## config.mk

```make
export PLATFORM = sky130hd
export DESIGN_NAME = bcd_scan_decoder
export DESIGN_NICKNAME = d
export VERILOG_FILES = /design/src/rtl/bcd_scan_pkg.sv /design/src/rtl/bcd_onehot_dec.sv /design/src/rtl/bcd_scan_decoder.sv
export SDC_FILE = /design/constraint.sdc
export NUM_CORES = 1
export LEC_CHECK = 0
export ABC_CLOCK_PERIOD_IN_PS = 5000
export CAP_MARGIN = 20
export CORE_ASPECT_RATIO = 0.5
export CORE_UTILIZATION = 49
export DETAILED_ROUTE_END_ITERATION = 7
export PLACE_DENSITY = 0.81
export SLEW_MARGIN = 20
export SYNTH_ARGS = -nofsm -noshare
export SYNTH_HDL_FRONTEND = slang
export SYNTH_HIERARCHICAL = 1
export SYNTH_SLANG_ARGS = --single-unit
```

## constraint.sdc

```tcl
create_clock -name clk -period 5 [get_ports clk]
set_input_delay 1.5 -clock clk [delete_from_list [all_inputs] [get_ports clk]]
set_output_delay 1.5 -clock clk [all_outputs]
set_load 0.05 [all_outputs]
```

## src/rtl/bcd_scan_pkg.sv

```systemverilog
// rtl/bcd_scan_pkg.sv - shared widths and FSM encoding for the BCD scan decoder
package bcd_scan_pkg;
  localparam int BCD_W = 4;
  localparam int DEC_W = 10;

  typedef enum logic {
    ST_IDLE = 1'b0,
    ST_SCAN = 1'b1
  } state_t;
endpackage

```

## src/rtl/bcd_onehot_dec.sv

```systemverilog
// rtl/bcd_onehot_dec.sv - combinational 4-bit BCD code to one-hot decimal with invalid flag
module bcd_onehot_dec
  import bcd_scan_pkg::*;
(
  input  logic [BCD_W-1:0] code,
  output logic [DEC_W-1:0] dec,
  output logic             err
);

  always_comb begin
    dec = '0;
    err = 1'b0;
    if (code <= BCD_W'(9)) begin
      dec = DEC_W'(1) << code;
    end else begin
      err = 1'b1;
    end
  end

endmodule

```

## src/rtl/bcd_scan_decoder.sv

```systemverilog
// rtl/bcd_scan_decoder.sv - time-multiplexed N-digit BCD scanner with blanking and frame-aligned word updates
module bcd_scan_decoder
  import bcd_scan_pkg::*;
#(
  parameter  int NUM_DIGITS = 4,
  parameter  int SCAN_DIV   = 1000,
  localparam int IDX_W      = $clog2(NUM_DIGITS)
) (
  input  logic                          clk,
  input  logic                          rst,
  input  logic                          load,
  input  logic [BCD_W*NUM_DIGITS-1:0]   bcd_in,
  input  logic                          blank_lz,
  output logic [DEC_W-1:0]              dec_out,
  output logic [NUM_DIGITS-1:0]         digit_sel,
  output logic [IDX_W-1:0]              digit_idx,
  output logic                          err,
  output logic                          frame_done
);

  localparam int               PW        = (SCAN_DIV > 1) ? $clog2(SCAN_DIV) : 1;
  localparam int               WORD_W    = BCD_W * NUM_DIGITS;
  localparam logic [PW-1:0]    PRESC_MAX = PW'(SCAN_DIV - 1);
  localparam logic [IDX_W-1:0] LAST_IDX  = IDX_W'(NUM_DIGITS - 1);

  state_t              state, state_nxt;
  logic [PW-1:0]       presc, presc_nxt;
  logic [IDX_W-1:0]    idx, idx_nxt;
  logic [WORD_W-1:0]   active, active_nxt;
  logic [WORD_W-1:0]   shadow, shadow_nxt;
  logic                pending, pending_nxt;
  logic                wrapped, wrapped_nxt;
  logic                tick, wrap;

  logic [BCD_W-1:0]      cur_code;
  logic [DEC_W-1:0]      dec_raw;
  logic                  err_raw;
  logic [NUM_DIGITS-1:0] zero_hi;
  logic                  blank;

  always_ff @(posedge clk or posedge rst) begin
    if (rst) begin
      state   <= ST_IDLE;
      presc   <= '0;
      idx     <= '0;
      active  <= '0;
      shadow  <= '0;
      pending <= 1'b0;
      wrapped <= 1'b0;
    end else begin
      state   <= state_nxt;
      presc   <= presc_nxt;
      idx     <= idx_nxt;
      active  <= active_nxt;
      shadow  <= shadow_nxt;
      pending <= pending_nxt;
      wrapped <= wrapped_nxt;
    end
  end

  // The active word only swaps on the wrap edge so a frame is never torn.
  always_comb begin
    state_nxt   = state;
    presc_nxt   = presc;
    idx_nxt     = idx;
    active_nxt  = active;
    shadow_nxt  = shadow;
    pending_nxt = pending;
    wrapped_nxt = 1'b0;
    tick        = 1'b0;
    wrap        = 1'b0;
    case (state)
      ST_IDLE: begin
        if (load) begin
          state_nxt  = ST_SCAN;
          active_nxt = bcd_in;
          idx_nxt    = '0;
          presc_nxt  = '0;
        end
      end
      ST_SCAN: begin
        tick        = (presc == PRESC_MAX);
        wrap        = tick && (idx == LAST_IDX);
        presc_nxt   = tick ? '0 : presc + PW'(1);
        wrapped_nxt = wrap;
        if (tick) begin
          idx_nxt = wrap ? '0 : idx + IDX_W'(1);
        end
        if (wrap) begin
          if (load) begin
            active_nxt  = bcd_in;
            pending_nxt = 1'b0;
          end else if (pending) begin
            active_nxt  = shadow;
            pending_nxt = 1'b0;
          end
        end else if (load) begin
          shadow_nxt  = bcd_in;
          pending_nxt = 1'b1;
        end
      end
    endcase
  end

  assign cur_code = active[idx*BCD_W +: BCD_W];

  // zero_hi[k]: digits k..NUM_DIGITS-1 of the active word are all zero.
  always_comb begin
    zero_hi = '0;
    zero_hi[NUM_DIGITS-1] = (active[WORD_W-1 -: BCD_W] == '0);
    for (int k = NUM_DIGITS - 2; k >= 0; k--) begin
      zero_hi[k] = (active[k*BCD_W +: BCD_W] == '0) && zero_hi[k+1];
    end
  end

  assign blank = blank_lz && (idx != '0) && zero_hi[idx];

  bcd_onehot_dec u_dec (
    .code (cur_code),
    .dec  (dec_raw),
    .err  (err_raw)
  );

  always_ff @(posedge clk or posedge rst) begin
    if (rst) begin
      dec_out    <= '0;
      digit_sel  <= '0;
      digit_idx  <= '0;
      err        <= 1'b0;
      frame_done <= 1'b0;
    end else if (state == ST_SCAN) begin
      dec_out    <= blank ? '0 : dec_raw;
      err        <= blank ? 1'b0 : err_raw;
      digit_sel  <= NUM_DIGITS'(1) << idx;
      digit_idx  <= idx;
      frame_done <= wrapped;
    end else begin
      dec_out    <= '0;
      digit_sel  <= '0;
      digit_idx  <= '0;
      err        <= 1'b0;
      frame_done <= 1'b0;
    end
  end

endmodule

```

After elaboration in Yosys (flattened, before gate mapping)
Index checks and enable logic that the tools add are counted.
{"block": "totals", "input_bits": 20, "out_inout_bits": 18, "ff_bits": 65}
{"block": "classes", "shifts": 3, "add_sub_neg": 2, "bitwise": 2, "n_eq_ne": 6, "n_lt_le_gt_ge": 2, "n_mux": 28, "n_reduce_logical": 16}
{"operator": "two-way mux 16 bit", "n": 4}
{"operator": "two-way mux 10 bit", "n": 5}
{"operator": "one-hot mux 16 bit (2 select lines)", "n": 1}
{"operator": "one-hot mux 10 bit (2 select lines)", "n": 1}
{"operator": "zero test 4 bit", "n": 4}
{"operator": "variable part select 16 x 5 -> 4 bit", "n": 1}
{"operator": "adder 10 x 1 -> 10 bit (second input constant)", "n": 1}
{"operator": "== test 10 bit (second input constant)", "n": 1}
{"operator": "two-way mux 1 bit", "n": 10}
{"operator": "<< shifter 1 x 4 -> 10 bit (first input constant)", "n": 1}
{"operator": "two-way mux 2 bit", "n": 4}
{"operator": "logical AND 1 bit", "n": 6}
{"operator": "AND reduction 3 bit", "n": 2}
{"operator": "less-or-equal comparator 4 bit (second input constant)", "n": 1}
{"operator": "two-way mux 4 bit", "n": 1}
{"operator": "inequality test 2 x 1 -> 1 bit (second input constant)", "n": 2}
{"operator": "one-hot mux 2 bit (2 select lines)", "n": 1}
{"operator": "AND reduction 2 bit", "n": 2}
{"operator": "nonzero test 2 bit", "n": 2}
{"operator": "<< shifter 1 x 2 -> 4 bit (first input constant)", "n": 1}
{"operator": "less-than comparator 2 x 3 -> 1 bit (second input constant)", "n": 1}
{"operator": "inequality test 3 x 2 -> 1 bit (second input constant)", "n": 1}
{"operator": "adder 2 x 1 -> 2 bit (second input constant)", "n": 1}
{"operator": "binary-select mux 1 bit (select 2 bit)", "n": 1}
{"operator": "3 further kinds", "n": 4}

Logic depth before layout (Yosys ltp)
Gate-level depths: netlist of the first run.
{"block": "logic_depth", "ltp_word": 9, "ltp_mapped": 8}

By module
Netlist of the first run, hierarchy kept.
{"module": "bcd_scan_decoder", "n_inst": 1, "cells_per_inst": 241, "seq_area_each_um2": 1626.6, "area_per_inst_um2": 3029.2}
{"module": "bcd_onehot_dec", "n_inst": 1, "cells_per_inst": 15, "seq_area_each_um2": 0.0, "area_per_inst_um2": 177.7}

Least setup slack after synthesis of the first run
Ideal clock, no wire load.
{"block": "synth_path", "kind": "input port to flip-flop", "start": "input port load", "end": "register active[10]", "path_stages": 5, "path_slack_ns": 2.079, "n_path_buf": 2, "arrival_ns": 2.796, "path_cell_list": "nand2b_1 > clkbuf_1 > clkbuf_1 > mux2_2 > mux2_2"}
{"block": "synth_via", "elab_chain_len": 3, "elab_cells_between_ends": 6, "cone_classes": "2 x eq/ne; 3 x mux; 1 x reduce/logical"}
{"item": "start, declared", "line_no": "bcd_scan_decoder.sv:11", "source": "input logic load,"}
{"item": "two-way mux 16 bit", "line_no": "bcd_scan_decoder.sv:90", "source": "if (load) begin"}
{"item": "two-way mux 16 bit", "line_no": "bcd_scan_decoder.sv:89", "source": "if (wrap) begin"}
{"item": "one-hot mux 16 bit (2 select lines)", "line_no": "bcd_scan_decoder.sv:72", "source": "case (state)"}
{"item": "end signal, assigned", "line_no": "bcd_scan_decoder.sv:54", "source": "active <= active_nxt;"}
{"item": "end, declared", "line_no": "bcd_scan_decoder.sv:29", "source": "logic [WORD_W-1:0] active, active_nxt;"}
Several ways; a longest one is shown, not always the timed one. The select of a mux whose other input is x is not followed.
A chain may end at the register's enable or synchronous reset.

Final worst setup path of the first run
{"block": "layout_path", "start": "input port load", "end": "register active[0]"}
The elaborated chain is that of the path after synthesis.

==> results of run 1 <==
stage by stage:
stage               total power (uW)  hold WS (ns)
floorplan                        962         0.434
global placement                1030         0.456
detailed placement              1050         0.453
CTS                             1810         0.468
global route                    1880         0.486
finish                          1800         0.464
how the worst max path moves through the flow:
| stage | startpoint | to | cells after the start |
|---|---|---|---|
| after floorplan | rst | active[0] | 1 |
| after global placement | blank_lz | dec_out[2] | 5 |
| after detailed placement | blank_lz | dec_out[8] | 5 |
| after CTS | load | active[9] | 4 |
| after global routing | load | active[9] | 4 |
| final | load | active[0] | 4 |
sequential cells by signal, summed over array words and instances (netlist names):
| signal | count |
|---|---|
| digit_sel | 4 |
| digit_idx | 2 |
| shadow | 16 |
| pending | 1 |
| dec_out | 10 |
| frame_done | 1 |
| active | 16 |
| presc | 10 |
| err | 1 |
| idx | 2 |
| state | 1 |
| wrapped | 1 |
routing by layer:
layer	vias up	global-route usage	share of wire
met3	12	0.0613	0.041
met4	0	0.0989	0.019
met1	1055	0.263	0.45
li1	973	-	-
met5	-	0	0
met2	55	0.341	0.49
layout by cell type, fill, tap and decap left out, types with 2 or more instances in the layout:
| cell type | synthesis | routed |
|---|---|---|
| and4bb_2 | 4 | 4 |
| and2_1 | 7 | 7 |
| a21oi_1 | 9 | 9 |
| nor4_1 | 3 | 3 |
| clkbuf_16 | 0 | 9 |
| nand2_1 | 19 | 19 |
| dfrtp_1 | 65 | 65 |
| bufinv_16 | 0 | 4 |
| nor4b_2 | 4 | 4 |
| inv_1 | 6 | 5 |
| ha_1 | 5 | 5 |
| mux4_2 | 4 | 4 |
| and3_1 | 2 | 2 |
| nand3_1 | 4 | 4 |
| and3_2 | 2 | 2 |
| clkdlybuf4s50_1 | 0 | 37 |
| clkinv_2 | 0 | 2 |
| a22o_1 | 2 | 2 |
| mux2_4 | 10 | 10 |
| nand4_1 | 4 | 4 |
| mux2_2 | 38 | 38 |
| mux2i_1 | 2 | 2 |
| nor3_1 | 2 | 2 |
| o21ai_0 | 8 | 8 |
| nor2_1 | 18 | 18 |
layout make-up:
class | count | share of cell area
clock buffer | 10 | 0.0583
clock inverter | 6 | 0.0331
inverter | 6 | 0.00573
multi-input combinational | 167 | 0.365
sequential | 65 | 0.414
tap | 88 | 0.0280
timing repair buffer | 38 | 0.0962
cell families after synthesis:
family	after synthesis
simple gates	81
flops	65
mux	54
compound gates	26
buf+inv	24
fa+ha+maj	5
xor+xnor	1
where the power goes:
part / internal, uW / leakage [uW] / switching (uW) / total (uW)
clock network: 535 / 0.000176 / 226 / 762
registers: 610 / 0.000805 / 87.6 / 697
logic: 167 / 0.000728 / 178 / 345
total: 1310 / 0.00171 / 492 / 1800
==> impl_metrics.tcl, run 1 <==
set metrics [dict create \
    cts.reportedPaths.clkPinSlew_ns 0.06 \
    htreeDepth 3 \
    gp_congestion 0.827 \
    drive_gt1_frac 0.295 \
    rrSetupSlack_ns 2.55 \
    wl_per_cell_um 16.7 \
    cts_made_buffers 9 \
    finalNonFillerCells 380 \
    first_pass_iters 4 \
    max_cap_violations 0 \
    end_kind "flip-flop" \
    grt_pass1_vias 2158 \
    grt_first_pass_wirelength_um 10700 \
    worst_pin_slew_ns 0.899 \
    hpwl_um 4260 \
    synth_most_common_cell "dfrtp_1" \
    cts_sinks 65 \
    hold_viol_final 0 \
    synth_ff_type "dfrtp_1" \
    cts_max_path_buffers 2 \
    crit_type "input pin to flip-flop" \
    synth_compound_area_frac 0.0488 \
    io_buffer_count 37 \
    status "finished, final reports clean" \
    muxShareOfSynthArea 0.215 \
    synth-xor-area-share 0.00273 \
    async_reset_ff_frac 1.00 \
    final_cell_area_sq_um 3930 \
    peakVddDrop_uv 186 \
    required_ns 5.22 \
    postSynthAreaPerCell_sq_um 12.5 \
    ant_nets 0 \
    yosys.area_share.simple 0.160 \
    post-place-ws_ns 1.51 \
    cts_tree "done" \
    totalWireLength_um 6360 \
    finalCriticalPeriod_ns 3.16 \
    yosysUniqueCellTypes 46 \
    timing.fmax_ghz 0.317 \
    worstSetupStartpointType "input pin" \
    synth_common_cells "dfrtp_1 (65), mux2_2 (38), nand2_1 (19), nor2_1 (18), mux2_4 (10)" \
    whs_path_depth 1 \
    grt_overflow 0 \
    diodes 0 \
    antenna_found_initial 0 \
    cp_max_fo 16 \
    worst_path_most_repeated_cell "mux2_2" \
    syn_area_sq_um 3210 \
    post_cts_resized 0 \
    syn_inst 256 \
    setup_ws_ns 1.84 \
    tns_ns 0 \
    synth_area_leader_cell "dfrtp_1" \
    rows 20 \
    synth_edf_count 0 \
    slew_viol_final 0 \
    min_from "wrapped" \
    crit_buf_inv 1 \
    initial_utilization 0.519 \
    fillers 465 \
    cp_top_family "multiplexers" \
    hold_class "flip-flop to flip-flop" \
    area_growth_pct 22.5 \
    rsz0062_at_grt "no" \
    power.density_nw_per_um2 459 \
    post-route-period-util 0.632 \
    cp_slowest_stage_delay_ns 0.64 \
    slew_headroom 0.401 \
    ff_latch_area_sq_um 1630 \
    syn_nets 281 \
    drc_errors 0 \
    die_w_um 116 \
    dp.cells 364 \
    synth_area_leaders "dfrtp_1 (51%), mux2_2 (13%), mux2_4 (4.7%)" \
    drtIter0Drc 134 \
    multi_input_area_sq_um 1430 \
    core-area_sq_um 6180 \
    r2r-end "active[0]" \
    fin_skew_ns 0.00617 \
    vias 2095 \
    synthAdderAreaFrac 0.0195 \
    clk_latency_ns 0.33 \
    grt_max_degree 40 \
    reg2reg_depth 3 \
    timing.rr.start "state" \
    holdBufCountCts 0 \
    root_buffer "clkbuf_16" \
    leakage_uw 0.00171 \
    track_usage 0.210 \
    synth_seq_cells 65 \
    vias_per_cell 5.51 \
    final_util 0.636 \
    dpl-instance-area_sq_um 3560 \
    die_area_sq_um 6890 \
    hold_end "frame_done" \
    fin_nets 312 \
    synth_top_area_frac 0.507 \
    ys_seq_area_frac 0.507 \
    cp.arrival_ns 3.37 \
    critPathSlowestCell "nand2b_1" \
    yosysWarnings 6 \
    cts_setup_buffers 0 \
    die_h_um 59.2 \
    crit_chain "clkdlybuf4s50_1, nand2b_1, mux2_2, mux2_2" \
    synth_top_family_by_area "multiplexers" \
    setup_viol 0 \
    io-pin-count 38 \
]
Power figures use the tool's default switching activity.
==> run 2, diff against run 1 <==
--- a/config.mk
+++ b/config.mk
@@ -5,7 +5,7 @@
 export SDC_FILE = /design/constraint.sdc
 export NUM_CORES = 1
 export LEC_CHECK = 0
-export ABC_CLOCK_PERIOD_IN_PS = 5000
+export ABC_CLOCK_PERIOD_IN_PS = 3100
 export CAP_MARGIN = 20
 export CORE_ASPECT_RATIO = 0.5
 export CORE_UTILIZATION = 49
==> constraint.sdc (replaced) <==
create_clock -name clk -period 3.1 [get_ports clk]
set_input_delay 0.93 -clock clk [delete_from_list [all_inputs] [get_ports clk]]
set_output_delay 0.93 -clock clk [all_outputs]
set_load 0.05 [all_outputs]
==> run 2 against run 1 <==
Final area is 0.25% lower. Global-route usage is 0.89 points lower. Clock-buffer cell count stayed put. Die area unchanged. Combinational power increased by 63%. Clock skew up 0.00097 ns. Largest power group is now sequential cells. Critical endpoint is now digit_idx[0]. Largest cell class unchanged. Via count increased by 0.72%. Highest routed layer unchanged. Worst setup slack got worse by 1.1 ns. Sequential power is 61% higher.
==> impl_metrics.tcl, run 2 (same netlist as run 1, synthesis figures left out) <==
set metrics [dict create \
    grt_pass1_vias 2095 \
    rrSetupSlack_ns 0.84 \
    slew_viol_final 0 \
    power.density_nw_per_um2 699 \
    grt_first_pass_wirelength_um 10200 \
    required_ns 2.17 \
    cp_slowest_stage_delay_ns 0.80 \
    die_h_um 59.2 \
    core-area_sq_um 6180 \
    crit_chain "clkdlybuf4s50_1" \
    htreeDepth 3 \
    critPathSlowestCell "clkdlybuf4s50_1" \
    crit_buf_inv 1 \
    finalNonFillerCells 384 \
    dp.cells 368 \
    final_cell_area_sq_um 3920 \
    cp_top_family "buffers and inverters" \
    drtIter0Drc 104 \
    post_cts_resized 0 \
    max_cap_violations 0 \
    reg.largest.list "active x16, shadow x16" \
    critPathLaunch "digit_idx[0]" \
    r2r-end "presc[5]" \
    drc_errors 0 \
    cp_max_fo 1 \
    vias 2110 \
    min_from "wrapped" \
    fin_nets 316 \
    cts_setup_buffers 0 \
    wl_per_cell_um 15.9 \
    hold_class "flip-flop to flip-flop" \
    clk_latency_ns 0.33 \
    whs_path_depth 1 \
    reg2reg_depth 4 \
    root_buffer "clkbuf_16" \
    track_usage 0.201 \
    antenna_found_initial 0 \
    grt_max_degree 43 \
    fillers 455 \
    rows 20 \
    post-place-ws_ns 0.494 \
    dpl-instance-area_sq_um 3610 \
    layout_commonest_cell "dfrtp_1" \
    tns_ns 0 \
    routed.top_layer "met4" \
    crit_type "flip-flop to output port" \
    finalCriticalPeriod_ns 2.39 \
    gp_congestion 0.802 \
    rsz0062_at_grt "no" \
    setup_viol 0 \
    fin_skew_ns 0.00714 \
    vias_per_cell 5.49 \
    hold_viol_final 0 \
    holdBufCountCts 0 \
    peakVddDrop_uv 262 \
    final_cell_mix "dfrtp_1 (65), mux2_2 (38), clkdlybuf4s50_1 (37)" \
    wl_met2_um 2990 \
    first_pass_iters 4 \
    grt_overflow 0 \
    area_growth_pct 22.2 \
    cp.arrival_ns 1.46 \
    met1Wirelength_um 2760 \
    cts_made_buffers 9 \
    io-pin-count 38 \
    hold_end "frame_done" \
    leakage_uw 0.00171 \
    cts_max_path_buffers 2 \
    timing.rr.start "state" \
    routed-wl-met3_um 269 \
    timing.fmax_ghz 0.418 \
    end_kind "output port" \
    hpwl_um 4060 \
    worst_pin_slew_ns 0.911 \
    ff_latch_area_sq_um 1630 \
    cts_tree "done" \
    status "finished, final reports clean" \
    cts.reportedPaths.clkPinSlew_ns 0.05 \
    die_w_um 116 \
    drive_gt1_frac 0.301 \
    post-route-period-util 0.772 \
    slew_headroom 0.393 \
    totalWireLength_um 6120 \
    ant_nets 0 \
    multi_input_area_sq_um 1430 \
    worstSetupStartpointType "flip-flop" \
    final_util 0.634 \
    initial_utilization 0.519 \
    cts_sinks 65 \
    io_buffer_count 37 \
    diodes 0 \
    setup_ws_ns 0.707 \
    die_area_sq_um 6890 \
]
==> run 2: worst max-delay path by stage <==
stage	end	slack, ns	cells past startpoint
after global placement	active[7]	0.52	5
after floorplan	active[0]	0.54	1
after CTS	digit_idx[0]	0.69	1
after global routing	presc[5]	0.59	4
final	digit_idx[0]	0.71	1
after detailed placement	active[6]	0.49	5
==> run 2: metrics by stage <==
step,hold slack (ns),total power [uW]
after floorplan,0.434,1550
after global placement,0.453,1660
after detailed placement,0.449,1690
after CTS,0.471,2760
after global routing,0.484,2860
final,0.467,2740
==> run 2: per-layer routing <==
layer | up-vias | global-route usage
met5 | - | 0
met4 | 0 | 0.0842
met3 | 13 | 0.0665
met2 | 47 | 0.334
met1 | 1056 | 0.244
li1 | 994 | -
==> run 2: cell type report <==
| cell class | instances | area share |
|---|---|---|
| Clock buffer | 10 | 0.0584 |
| Clock inverter | 6 | 0.0211 |
| Inverter | 6 | 0.00575 |
| Multi-Input combinational cell | 167 | 0.364 |
| Sequential cell | 65 | 0.415 |
| Tap cell | 88 | 0.0281 |
| Timing Repair Buffer | 42 | 0.107 |
==> run 2: where the power goes <==
| group | internal (uW) | switching, uW | leakage, uW | total (uW) |
|---|---|---|---|---|
| registers | 984 | 141 | 0.000805 | 1120 |
| logic | 272 | 289 | 0.000754 | 561 |
| clock network | 698 | 354 | 0.000152 | 1050 |
